## src/rtl/gate_selftest_ctrl.sv

```systemverilog
// Self-test sequencer for the universal-gate bank: walks the four {A,B} vectors,
// lets each settle, and accumulates a sticky per-gate mismatch mask against a golden table.
//
// state  | meaning
// IDLE   | stimulus parked at 00, waiting for start
// SETTLE | vector driven, settle counter running down
// CHECK  | one cycle: gate_out compared against the expected word
// DONE   | one cycle: done pulse, pass reflects the finished run
module gate_selftest_ctrl #(
    parameter int SETTLE_CYCLES = 2
) (
    input  logic        clk,
    input  logic        rst_n,
    input  logic        start,
    input  logic        abort,
    input  logic [11:0] gate_out,
    output logic        drv_a,
    output logic        drv_b,
    output logic [1:0]  vec_idx,
    output logic        busy,
    output logic        done,
    output logic        pass,
    output logic [11:0] fail_mask
);

    typedef enum logic [1:0] {
        IDLE,
        SETTLE,
        CHECK,
        DONE
    } state_t;

    localparam logic [7:0] SETTLE_LOAD = 8'(SETTLE_CYCLES - 1);

    state_t      state;
    logic [7:0]  settle_cnt;
    logic [11:0] expected;
    logic [11:0] mask_next;
    logic [1:0]  vec_nxt;

    // Bit map: [5:0] NAND-built NOT(A),AND,OR,NOR,XOR,XNOR; [11:6] NOR-built NOT(B),AND,OR,NAND,XOR,XNOR.
    function automatic logic [11:0] golden(input logic a, input logic b);
        logic [11:0] g;
        g[0]  = ~a;
        g[1]  = a & b;
        g[2]  = a | b;
        g[3]  = ~(a | b);
        g[4]  = a ^ b;
        g[5]  = ~(a ^ b);
        g[6]  = ~b;
        g[7]  = a & b;
        g[8]  = a | b;
        g[9]  = ~(a & b);
        g[10] = a ^ b;
        g[11] = ~(a ^ b);
        return g;
    endfunction

    assign mask_next = fail_mask | (gate_out ^ expected);
    // Vector index v drives {A,B} = ~v, giving the 11,10,01,00 order.
    assign vec_nxt   = vec_idx + 2'd1;

    always_ff @(posedge clk) begin
        if (!rst_n) begin
            state      <= IDLE;
            settle_cnt <= 8'd0;
            expected   <= 12'd0;
            drv_a      <= 1'b0;
            drv_b      <= 1'b0;
            vec_idx    <= 2'd0;
            busy       <= 1'b0;
            done       <= 1'b0;
            pass       <= 1'b0;
            fail_mask  <= 12'd0;
        end else begin
            done <= 1'b0;
            case (state)
                IDLE: begin
                    if (start && !abort) begin
                        fail_mask  <= 12'd0;
                        pass       <= 1'b0;
                        drv_a      <= 1'b1;
                        drv_b      <= 1'b1;
                        vec_idx    <= 2'd0;
                        expected   <= golden(1'b1, 1'b1);
                        settle_cnt <= SETTLE_LOAD;
                        busy       <= 1'b1;
                        state      <= SETTLE;
                    end
                end
                SETTLE: begin
                    if (abort) begin
                        state    <= IDLE;
                        busy     <= 1'b0;
                        pass     <= 1'b0;
                        drv_a    <= 1'b0;
                        drv_b    <= 1'b0;
                        vec_idx  <= 2'd0;
                        expected <= golden(1'b0, 1'b0);
                    end else if (settle_cnt == 8'd0) begin
                        state <= CHECK;
                    end else begin
                        settle_cnt <= settle_cnt - 8'd1;
                    end
                end
                CHECK: begin
                    // The compare still lands when aborting here, so the partial mask includes this vector.
                    fail_mask <= mask_next;
                    if (abort) begin
                        state    <= IDLE;
                        busy     <= 1'b0;
                        pass     <= 1'b0;
                        drv_a    <= 1'b0;
                        drv_b    <= 1'b0;
                        vec_idx  <= 2'd0;
                        expected <= golden(1'b0, 1'b0);
                    end else if (vec_idx == 2'd3) begin
                        state    <= DONE;
                        busy     <= 1'b0;
                        done     <= 1'b1;
                        pass     <= (mask_next == 12'd0);
                        drv_a    <= 1'b0;
                        drv_b    <= 1'b0;
                        vec_idx  <= 2'd0;
                        expected <= golden(1'b0, 1'b0);
                    end else begin
                        vec_idx    <= vec_nxt;
                        drv_a      <= ~vec_nxt[1];
                        drv_b      <= ~vec_nxt[0];
                        expected   <= golden(~vec_nxt[1], ~vec_nxt[0]);
                        settle_cnt <= SETTLE_LOAD;
                        state      <= SETTLE;
                    end
                end
                DONE: begin
                    state <= IDLE;
                end
                default: begin
                    state <= IDLE;
                    busy  <= 1'b0;
                end
            endcase
        end
    end

endmodule

```

## config.mk

```make
export PLATFORM = sky130hd
export DESIGN_NAME = gate_selftest_ctrl
export DESIGN_NICKNAME = d
export VERILOG_FILES = /design/src/rtl/gate_selftest_ctrl.sv
export SDC_FILE = /design/constraint.sdc
export NUM_CORES = 1
export LEC_CHECK = 0
export CAP_MARGIN = 30
export CORE_MARGIN = 8
export CORE_UTILIZATION = 47
export DETAILED_ROUTE_END_ITERATION = 8
export HOLD_SLACK_MARGIN = 0.08
export PLACE_DENSITY_LB_ADDON = 0.2
export SLEW_MARGIN = 5
export SYNTH_ARGS = -nofsm -noshare
export SYNTH_HDL_FRONTEND = slang
export SYNTH_SLANG_ARGS = --single-unit
```

## constraint.sdc

```tcl
create_clock -name clk -period 2.2 [get_ports clk]
set_input_delay 0.22 -clock clk [delete_from_list [all_inputs] [get_ports clk]]
set_output_delay 0.22 -clock clk [all_outputs]
set_load 0.03 [all_outputs]
```

Yosys cells after proc, flatten, opt, wreduce, memory -nomap -nowiden

Cells that the tools add are included.

Logic and storage cells: 89
Flip-flop bits (word level): 41
Output and inout port bits: 19

Bitwise operators: 12
Mux-type cells: 40
Add/sub/neg operators: 2
Equal/unequal tests: 12
Reductions and logical operators: 13

Operators by type and width:

| kind                  | number |
|---|---|
| $mux W12              | 5 |
| $mux W8               | 5 |
| $pmux W12 S3          | 1 |
| $pmux W12 S2          | 1 |
| $pmux W8 S3           | 1 |
| $mux W2               | 9 |
| $logic_not A12 Y1     | 1 |
| $mux W1               | 12 |
| $ne A2 B2 Y1 const B  | 6 |
| $or A12 B12 Y12       | 1 |
| $pmux W1 S3           | 4 |
| $xor A12 B12 Y12      | 1 |
| $logic_not A8 Y1      | 1 |
| $pmux W2 S4           | 1 |
| $sub A8 B1 Y8 const B | 1 |
| $not A1 Y1            | 7 |
| $eq A2 B2 Y1 const B  | 3 |
| $ne A3 B3 Y1 const B  | 2 |
| $pmux W2 S3           | 1 |
| $reduce_and A6 Y1     | 1 |
| $reduce_and A2 Y1     | 2 |
| $reduce_and A4 Y1     | 1 |
| $reduce_and A3 Y1     | 1 |
| $reduce_bool A3 Y1    | 1 |
| 10 further kinds      | 10 |

Longest topological paths before layout

Depth after elaboration: 7
Gate-level depth with buffers: 8
Depth with buffers taken out: 6

Worst setup path after synthesis

Ideal clock, no wire load.

Kind: reg2reg
Start point: reg vec_idx[0]
End point: reg settle_cnt[2]
Arrival: 2.085 ns
Stages on the path, launching flop included: 7
Setup slack: 0.042 ns
Path buffers: 1
Clock period less this slack: 2.158 ns
Cells stage by stage: dfxtp_1 > ha_1 > or2_1 > a221o_1 > buf_2 > or4_1 > a21oi_1

Word-level cells in the longest chain between the ends: 3

RTL lines:

| element                     | line | source |
|---|---|---|
| start, declared             | 19   | `output logic [1:0] vec_idx,` |
| start signal, assigned      | 127  | `vec_idx <= vec_nxt;` |
| $eq A2 B2 Y1                | 117  | `end else if (vec_idx == 2'd3) begin` |
| $ne A2 B2 Y1 (no line)      | -    |  |
| $reduce_and A6 Y1 (no line) | -    |  |
| end signal, assigned        | 103  | `settle_cnt <= settle_cnt - 8'd1;` |
| end, declared               | 36   | `logic [7:0] settle_cnt;` |

No other way between the ends.
A chain may end at the register's enable or synchronous reset.

Worst setup path after layout

Start point: reg vec_idx[0]
End point: reg settle_cnt[5]

Same word-level chain as after synthesis.

==> impl_metrics.tcl <==
set metrics [dict create \
    status "finished, final reports clean" \
    cap_violations 0 \
    final_cell_mix "dfxtp_1 (37), clkdlybuf4s50_1 (34), nand2_1 (15), buf_4 (15), a21oi_1 (14)" \
    netSwitchingFraction 0.323 \
    die_w_um 81.7 \
    required_ns 2.42 \
    grt_overflow 0 \
    slowest_stage "or4_1" \
    start_util 0.476 \
    synth_fp_nets 261 \
    endpoint_kind "flip-flop" \
    power.share.clock 0.272 \
    p_int_mw 1.39 \
    max_stage_delay_ns 0.54 \
    skew_ns 0.00839 \
    fin_crit_ns 2.08 \
    crit_chain "ha_1, or2_1, a221o_2, or4_1, a21oi_1" \
    antenna_found_initial 0 \
    firstDrtPassIters 4 \
    cts_hold_buf 0 \
    period_share 0.947 \
    drcViolationCount 0 \
    port-buffer-count 34 \
    worst_slack_ns 0.116 \
    die_area_mm2 0.00667 \
    nets 304 \
    die_h_um 81.7 \
    vias_per_cell 5.61 \
    hold_violations 0 \
    async_flop_share 0 \
    pre_cts_slack_ns -0.00368 \
    synth_largest_area_cell "dfxtp_1" \
    htree_levels 2 \
    hold_class "reg -> reg" \
    ioPinCount 35 \
    grt_pass1_wl_mm 8.47 \
    wl_per_cell_um 15.0 \
    wl_mm 4.93 \
    ys_ff_latch 37 \
    power_leakage_nw 0.991 \
    numClockSinks 37 \
    place_congestion 0.788 \
    root_buffer "clkbuf_8" \
    crit_type "reg -> reg" \
    power_density_mw_per_mm2 791 \
    seq_area_frac_synth 0.365 \
    cts_tree "yes" \
    final_common_cell "dfxtp_1" \
    synth_top_area_frac 0.365 \
    holdWs_ns 0.464 \
    areaGrowthSynthToFinish_pct 28.3 \
    syn_avg_cell_area_um2 8.67 \
    tightest_slew_ns 0.462 \
    cts_buffer_depth 2 \
    antenna_cells 0 \
    yosys_warnings 0 \
    ant_nets 0 \
    num_rows 24 \
    cp.arrival_ns 2.31 \
    rsz0062_at_grt "no" \
    peakVddDrop_mv 0.402 \
    num_vias 1845 \
    pwr-share-seq 0.393 \
    ys_types 46 \
    fin_cells 329 \
    netSwitchingPower_mw 0.665 \
    synthCells 234 \
    placedCellCount 320 \
    crit_buf_inv 0 \
    layout-drive-gt1-share 0.108 \
    slew_headroom 0.692 \
    clkTransAtPathRegs_ns 0.07 \
    slew_viol_final 0 \
    setup_viol 0 \
    start_kind "flip-flop" \
    clkLatencyLatePin_ns 0.29 \
    cts_buffers 5 \
    power.share.combinational 0.335 \
    cpLargestDelayFamily "simple AND/OR/NAND/NOR gates" \
    synth-edff-count 0 \
    grt_pass1_vias 1814 \
    hpwl_mm 3.67 \
    cp_max_fo 14 \
    synthFlopType "dfxtp_1" \
    tns_ns 0 \
    grt_usage 0.159 \
    synth_area_mm2 0.00203 \
    fmax_ghz 0.480 \
    drt_iter0_drc 148 \
    yosys-top-cells-area "dfxtp_1 (37%), ha_1 (6.8%), a21boi_0 (4.1%)" \
    grt_max_degree 33 \
    coreArea_mm2 0.00426 \
]
-- power by group through the flow --
| stage | Sequential [mW] | Clock (mW) | Combinational (mW) |
|---|---|---|---|
| after floorplan | 0.832 | 0 | 0.448 |
| after global placement | 0.822 | 0 | 0.665 |
| after detailed placement | 0.821 | 0 | 0.673 |
| after CTS | 0.808 | 0.580 | 0.677 |
| after global routing | 0.821 | 0.606 | 0.772 |
| final | 0.809 | 0.560 | 0.689 |
-- state kept, by name (all words and copies together) (netlist names) --
| register | cells |
|---|---|
| fail_mask | 12 |
| expected | 8 |
| settle_cnt | 8 |
| state | 2 |
| vec_idx | 2 |
| busy | 1 |
| done | 1 |
| drv_a | 1 |
| drv_b | 1 |
| pass | 1 |
-- cells in the mapped netlist (all sizes together) (2+ instances only) --
cell    number
o21ai        7
nor4         3
nor3         6
and2         2
a211oi       4
a22oi        9
nand2b       2
xnor2        4
nand4        4
a21oi       15
inv          9
xor2         9
nand2       15
dfxtp       37
nand3        5
nor2         4
ha          11
o22ai        2
o31ai        7
and3         6
or2          2
buf          3
nor2b       13
clkbuf      10
or4         11
or3          3
a21boi      12
nand3b       2
o211ai       3
-- worst register-to-register path: stages (launching register included) --
cell and delay [ns]:
dfxtp_1 0.38, ha_1 0.24, or2_1 0.24, a221o_2 0.48, or4_1 0.54, a21oi_1 0.15
-- layer usage --
layer  wire, µm  track usage  share of wire  up-vias
met1       2330        0.206           0.47      869
met3        189       0.0449          0.038        4
li1           -            -              -      941
met2       2370        0.252           0.48       31
met4         41       0.0491         0.0083        0
met5          0            0              0        -
-- final timing paths --
path	cells after the start	slack, ns	to	from
max reg2reg	5	0.12	settle_cnt[5]	vec_idx[0]
min	2	0.46	pass	pass
max	5	0.12	settle_cnt[5]	vec_idx[0]
min reg2reg	2	0.46	pass	pass
-- repair_timing --
| action | 4_1_cts | 5_1_grt |
|---|---|---|
| buffers inserted | 0 | 2 |
| endpoints found under the setup margin | 0 | 16 |
| resized for setup | 0 | 2 |
-- stage by stage --
step	power (mW)	util	area, µm²
2_1_floorplan	1.28	-	2030
3_3_place_gp	1.49	0.581	2480
3_5_place_dp	1.49	0.581	2480
4_1_cts	2.06	0.606	2580
5_1_grt	2.20	0.610	2600
6_report	2.06	0.610	2600
-- layout make-up --
cell class / count / area (µm²)
Clock buffer: 5 / 68.8
Clock inverter: 2 / 35.0
Fill cell: 373 / 1660
Inverter: 10 / 37.5
Multi-Input combinational cell: 174 / 1200
Sequential cell: 37 / 741
Tap cell: 52 / 65.1
Timing Repair Buffer: 49 / 453
-- cell families after synthesis --
kind of cell             count (synthesis)  synth area share
AND/OR/NAND/NOR                         82             0.239
AO/OA/AOI/OAI                           67             0.223
flip-flops                              37             0.365
buffers and inverters                   23            0.0444
XOR/XNOR                                13            0.0561
adder cells (fa/ha/maj)                 11            0.0679
multiplexers                             1           0.00494
(Power assumes the default switching activity.)
